**src/rtl/alu_arbiter.sv**
```systemverilog
// alu_arbiter: round-robin valid/ready front end sharing one ALU between two requesters.
// One op in flight; illegal opcodes and divide-by-zero are answered locally without touching the ALU.
module alu_arbiter #(
   parameter int WIDTH   = 16,
   parameter int FUN_W   = 4,
   parameter int ALU_LAT = 1
) (
   input  logic             clk,
   input  logic             rst_n,
   input  logic             req0_valid,
   output logic             req0_ready,
   input  logic [WIDTH-1:0] req0_a,
   input  logic [WIDTH-1:0] req0_b,
   input  logic [FUN_W-1:0] req0_fun,
   input  logic             req1_valid,
   output logic             req1_ready,
   input  logic [WIDTH-1:0] req1_a,
   input  logic [WIDTH-1:0] req1_b,
   input  logic [FUN_W-1:0] req1_fun,
   output logic             rsp_valid,
   input  logic             rsp_ready,
   output logic             rsp_id,
   output logic [WIDTH-1:0] rsp_data,
   output logic [4:0]       rsp_flags,
   output logic             rsp_err,
   output logic             busy,
   output logic [WIDTH-1:0] alu_a,
   output logic [WIDTH-1:0] alu_b,
   output logic [FUN_W-1:0] alu_fun,
   input  logic [WIDTH-1:0] alu_out,
   input  logic             alu_carry,
   input  logic             alu_arith,
   input  logic             alu_logic,
   input  logic             alu_cmp,
   input  logic             alu_shift
);
   localparam int CW = $clog2(ALU_LAT + 1);
   typedef enum logic [1:0] {IDLE, ISSUE, WAIT, RESP} state_t;
   state_t          state;
   logic            last;
   logic [CW-1:0]   cnt;
   logic            win, grant, bad_fun, div0;
   logic [WIDTH-1:0] sel_a, sel_b;
   logic [FUN_W-1:0] sel_fun;
   // Contention goes to whichever requester was not granted last
   assign win     = (req0_valid & req1_valid) ? ~last : req1_valid;
   assign grant   = rst_n & (state == IDLE) & (req0_valid | req1_valid);
   assign req0_ready = grant & ~win;
   assign req1_ready = grant & win;
   assign sel_a   = win ? req1_a : req0_a;
   assign sel_b   = win ? req1_b : req0_b;
   assign sel_fun = win ? req1_fun : req0_fun;
   assign bad_fun = sel_fun == {FUN_W{1'b1}};
   assign div0    = (sel_fun == FUN_W'(3)) & (sel_b == '0);
   assign busy    = state != IDLE;
   always_ff @(posedge clk) begin
      if (!rst_n) begin
         state     <= IDLE;
         last      <= 1'b1;
         cnt       <= '0;
         alu_a     <= '0;
         alu_b     <= '0;
         alu_fun   <= '1;
         rsp_valid <= 1'b0;
         rsp_id    <= 1'b0;
         rsp_data  <= '0;
         rsp_flags <= '0;
         rsp_err   <= 1'b0;
      end else begin
         case (state)
            IDLE: if (grant) begin
               last   <= win;
               rsp_id <= win;
               if (bad_fun | div0) begin
                  state     <= RESP;
                  rsp_valid <= 1'b1;
                  rsp_err   <= 1'b1;
                  rsp_data  <= bad_fun ? '0 : '1;
                  rsp_flags <= '0;
               end else begin
                  state   <= ISSUE;
                  rsp_err <= 1'b0;
                  alu_a   <= sel_a;
                  alu_b   <= sel_b;
                  alu_fun <= sel_fun;
               end
            end
            ISSUE: begin
               state     <= WAIT;
               cnt       <= CW'(ALU_LAT - 1);
               rsp_flags <= {alu_carry, alu_arith, alu_logic, alu_cmp, alu_shift};
            end
            WAIT: if (cnt == '0) begin
               state     <= RESP;
               rsp_valid <= 1'b1;
               rsp_data  <= alu_out;
               alu_a     <= '0;
               alu_b     <= '0;
               alu_fun   <= '1;
            end else begin
               cnt <= cnt - 1'b1;
            end
            RESP: if (rsp_ready) begin
               state     <= IDLE;
               rsp_valid <= 1'b0;
            end
            default: state <= IDLE;
         endcase
      end
   end
endmodule
```
**config.mk**
```make
export PLATFORM = sky130hd
export DESIGN_NAME = alu_arbiter
export DESIGN_NICKNAME = d
export VERILOG_FILES = /design/src/rtl/alu_arbiter.sv
export SDC_FILE = /design/constraint.sdc
export NUM_CORES = 1
export LEC_CHECK = 0
export ABC_CLOCK_PERIOD_IN_PS = 3700
export CAP_MARGIN = 20
export CORE_AREA = 2 2 107 109
export CTS_BUF_LIST = sky130_fd_sc_hd__clkbuf_8 sky130_fd_sc_hd__clkbuf_16
export DETAILED_ROUTE_END_ITERATION = 10
export DIE_AREA = 0 0 109 111
export HOLD_SLACK_MARGIN = 0.03
export PLACE_DENSITY_LB_ADDON = 0.1
export SYNTH_ARGS = -nofsm -noshare
export SYNTH_HDL_FRONTEND = slang
export SYNTH_SLANG_ARGS = --single-unit
export TNS_END_PERCENT = 30
```
**constraint.sdc**
```tcl
create_clock -name clk -period 3.7 [get_ports clk]
set_clock_uncertainty 0.15 [all_clocks]
set_input_delay 0.74 -clock clk [delete_from_list [all_inputs] [get_ports clk]]
set_output_delay 0.74 -clock clk [all_outputs]
set_load 0.03 [all_outputs]
```
* Word-level counts from Yosys, hierarchy flattened
Index checks and enable logic that the tools add are counted.
Cells by class: add/subtract/negate cells 1, equal/unequal tests 10, mux-type cells 36, bitwise logic cells 10, reductions and logical operators 13
Operators with widths (count):
- $mux W16 | 11
- $pmux W16 S2 | 3
- $logic_not A16 Y1 | 1
- $mux W4 | 4
- $mux W5 | 2
- $pmux W5 S2 | 1
- $mux W2 | 4
- $ne A2 B2 Y1 const B | 4
- $pmux W2 S4 | 1
- $pmux W4 S2 | 1
- $reduce_and A4 Y1 | 2
- $reduce_bool A2 Y1 | 4
- $mux W1 | 7
- $and A1 B1 Y1 | 6
- $reduce_and A3 Y1 | 2
- $reduce_and A5 Y1 | 1
- $eq A2 B2 Y1 const B | 2
- $eq A4 B2 Y1 const B | 1
- $eq A4 B4 Y1 const B | 1
- $pmux W1 S3 | 1
- $reduce_bool A3 Y1 | 1
- $eq A2 B1 Y1 const B | 1
- $logic_not A2 Y1 | 1
- $ne A2 B1 Y1 const B | 1
- other kinds (5) | 7
Storage, ports and cells: register bits 64, input port bits 98, output and inout port bits 63, logic and storage cells 81

* Longest topological paths before layout
depth in word-level cells 9, mapped depth 9, gate-level depth less buffers 7

* Worst setup path after synthesis
OpenSTA, ideal clock, no wires.
path kind in2out, start input req0_valid, end output req1_ready, arrival time 1933 ps, path slack 877 ps, cell stages on the path 5, buffers on the path 3, cells stage by stage buf_2 > a21bo_2 > clkbuf_1 > clkbuf_1 > nor2_1
Between the ends: word-level cells in the longest chain between the ends 3, elaborated cells on any way between the ends 5, classes of those cells mux: 1; bitwise: 4
RTL lines:
- start: declaration | line 10 | input logic req0_valid,
- $or A1 B1 Y1 / $and A1 B1 Y1 (equally long branches) | line 47, 46
- $and A1 B1 Y1 / $mux W1 (equally long branches) | line 47, 46
- $and A1 B1 Y1 (*) | line 49 | assign req1_ready = grant & win;
- end: declaration | line 16 | output logic req1_ready,
Mark *: on every way between the ends. The rest lies on a longest branch, timed or not.

* Final worst setup path
Ends and elaborated chain as after synthesis.

==> run_results.csv <==
group,metric,value,unit
route,dr_total_vias,3814,
floorplanning,ios,161,
setup_path,ff2ff_setup_slack,1.21,ns
floorplanning,rows,39,
route,drt_iter0_markers,237,
timing,rsz0062_at_grt,"false",
place,io_buffers,160,
run_status,status,"complete, no violations",
clocking,cts-resized-gates,0,
hold_path,holdPathEnd,"alu_a[14]",
setup_path,arrival,2.52,ns
clocking,clockBufferDepth,2,
power,clockPowerShare,32.1,%
route,drc_errors,0,
timing,worst_pin_slew,0.8596,ns
grt,antenna_found_initial,0,
power,p_leak,1.952,nW
hold_path,hold_depth,2,
power,netSwitchingFraction,35.86,%
route,viasPerCell,5.025,
layout,layout-drive-gt1-share,5.844,%
clocking,cts_setup_buffers,0,
timing,period_share,92.20,%
layout,diodes,0,
clocking,holdBufCountCts,0,
power,p_int,1.956,mW
floorplanning,dieArea,12100,um2
clocking,clk_pin_slew,0.05,ns
setup_path,criticalPathCategory,"input pin to primary output",
route,routedWlPerCell,15.52,um
timing,final-max-slew-violation-count,0,
synth,netlist_instances,460,
synth,synth_cell_types,38,
floorplanning,start_util,29.29,%
clocking,cts.sinks,63,
setup_path,worstSetupEndpointType,"primary output",
place,gp_congestion,0.8003,
power,p_switching,1.094,mW
timing,fin_ws,0.2887,ns
timing,finalSetupViolCount,0,
place,pre_cts_slack,0.2895,ns
setup_path,worstPathMaxFanout,6,
place,post_dp_cell_area,5006,um2
floorplanning,die_h,111,um
grt,grt_pass1_vias,3702,
power,powerDensity,569.8,nW/um2
layout,fin_area,5353,um2
layout,area_growth,64.98,%
layout,layout.cells.non_filler,759,
grt,gr-total-overflow,0,
synth,syn-num-nets,563,
run,max-cap-violations,0,
hold_path,hp-class,"flip-flop to flip-flop",
synth,yosys_warnings,0,
clocking,numCtsBuffers,9,
clocking,ctsHtreeMaxLevel,3,
setup_path,r2r-start,"state[1]",
synth,yosysSeqAreaShare,38.87,%
place,hpwl,8407,um
grt,grt_usage,19.28,%
timing,maxSlewHeadroom,42.63,%
floorplanning,core,11080,um2
place,dp_cells,743,
power,power,3.050,mW
timing,hold_violations,0,
setup_path,r2r_end,"alu_a[11]",
synth,synthesis.area,3244,um2
clocking,clk-insertion-delay-late,0.32,ns
grt,grt_pass1_wl,18480,um
grt,grt_max_degree,37,
floorplanning,dieWidth,109,um
clocking,cts_tree,"yes",
setup_path,crit_required,2.81,ns
power,p_comb_share,39.1,%
synth,ys_ff_latch,63,
timing,fin_crit,3.411,ns
timing,fmax,293.1,MHz
setup_path,rr_worst_depth,8,
timing,fin_setup_tns,0,ns
setup_path,start_kind,"input pin",
route,ant_nets,0,
power,vdd_drop_max,0.2869,mV
route,first_pass_iters,5,
route,routed_wl,11780,um
synth,avgSynthCellArea,7.053,um2
power,power_frac_seq,28.8,%
clocking,clockRootBuffer,"clkbuf_16",
hold_path,hold_path_startpoint,"alu_a[14]",
layout,nets,714,
[cell type report]
cell class / instances / area [um2]
tap: 143 / 178.9
timing repair buffer: 174 / 1707
clock buffer: 9 / 225.2
multi-input combinational: 359 / 1844
fill: 1124 / 5724
inverter: 4 / 15.01
sequential: 63 / 1261
clock inverter: 7 / 121.4
[logic make-up (layout without fill, tap and decap cells)]
| kind of cell | Yosys count | after routing | synth area share (%) |
|---|---|---|---|
| muxes | 1 | 1 | 0.3085 |
| adders and majority gates | 5 | 5 | 1.928 |
| AOI/OAI and AO/OA | 127 | 127 | 23.29 |
| buffers and inverters | 38 | 194 | 4.897 |
| DFF | 63 | 63 | 38.87 |
| and+or+nand+nor | 226 | 226 | 30.70 |
[worst max-delay path by stage]
| stage | from | end | slack (ns) |
|---|---|---|---|
| 3_5_place_dp | req0_valid | req1_ready | 0.29 |
| 3_3_place_gp | req0_valid | req1_ready | 0.30 |
| 2_1_floorplan | req0_valid | req1_ready | 0.88 |
| 5_1_grt | req0_valid | req1_ready | 0.18 |
| 6_report | req0_valid | req1_ready | 0.29 |
| 4_1_cts | req0_valid | req1_ready | 0.28 |
[cells in the final DEF (no fill, tap or decap), types with 2 or more instances in the layout]
cell	Yosys	layout
a211oi_1	4	4
a21oi_1	48	47
a22oi_1	3	3
a311o_1	5	5
a41oi_1	4	4
buf_4	0	14
bufinv_16	0	3
clkbuf_16	0	9
clkdlybuf4s50_1	0	160
clkinv_4	0	3
dfxtp_1	63	63
ha_1	5	5
inv_1	4	4
nand2_1	133	133
nand3_1	42	42
nand4_1	5	5
nor2_1	12	11
nor2b_1	18	18
nor3_1	5	4
nor4_1	6	6
o21ai_0	36	36
o22ai_1	16	16
o31ai_1	2	2
[routing by layer]
layer  GRT usage, %  vias to the layer above  wire [um]
met3          5.291                       23        965
met2          32.17                      142       5593
met5              0                        -          0
li1               -                     1907          -
met4          7.949                        0        302
met1          23.00                     1742       4919
[power groups by stage]
stage | sequential [mW] | combinational, mW | clock (mW)
2_1_floorplan | 1.10 | 0.466 | 0
3_3_place_gp | 0.890 | 1.19 | 0
3_5_place_dp | 0.893 | 1.20 | 0
4_1_cts | 0.881 | 1.20 | 1.00
5_1_grt | 0.895 | 1.29 | 1.03
6_report | 0.880 | 1.19 | 0.978
[worst max-delay path, stage by stage]
cell and delay (ns):
clkdlybuf4s50_1 0.61, o21a_1 0.18, nand2_1 0.18, nor2_1 0.14, clkdlybuf4s50_1 0.67
[synthesized netlist by cell type]
library cell	instances	share of area, %
a211oi_1	4	0.93
a41oi_1	4	1.1
o21a_1	1	0.23
buf_6	1	0.35
o32ai_1	1	0.27
a311o_1	5	1.5
o22ai_1	16	3.1
nor2b_1	18	3.5
buf_1	1	0.12
nand2b_1	1	0.19
a221o_1	1	0.31
nor3b_1	1	0.23
nor4_1	6	1.2
ha_1	5	1.9
nor2_1	12	1.4
a21boi_4	1	0.58
nand2_1	133	15
nor3_1	5	0.77
dfxtp_1	63	39
nand4b_1	1	0.27
a21oi_1	48	7.4
inv_1	4	0.46
a31oi_1	1	0.19
nand3_1	42	6.5
clkbuf_1	25	2.9
a21o_1	1	0.23
a22o_1	1	0.27
o21ai_1	1	0.15
o21ai_0	36	5.6
and3_1	1	0.19
o31ai_1	2	0.46
a21bo_2	1	0.31
nand4_1	5	0.96
and2_1	1	0.19
buf_2	4	0.62
mux2i_1	1	0.31
clkbuf_2	3	0.46
a22oi_1	3	0.69
[state kept, by name, summed over array words and instances (netlist names)]
register	cells
alu_a	16
last	1
rsp_flags	5
alu_fun	4
state	2
rsp_valid	1
rsp_id	1
rsp_err	1
rsp_data	16
alu_b	16
[through the flow]
stage          util, %  hold slack [ns]
2_1_floorplan        -           0.3604
3_3_place_gp     45.19           0.2935
3_5_place_dp     45.19           0.3033
4_1_cts          48.32           0.3108
5_1_grt          48.32           0.3261
6_report         48.32           0.3049
Note: power is estimated with default switching activity, not from simulation.
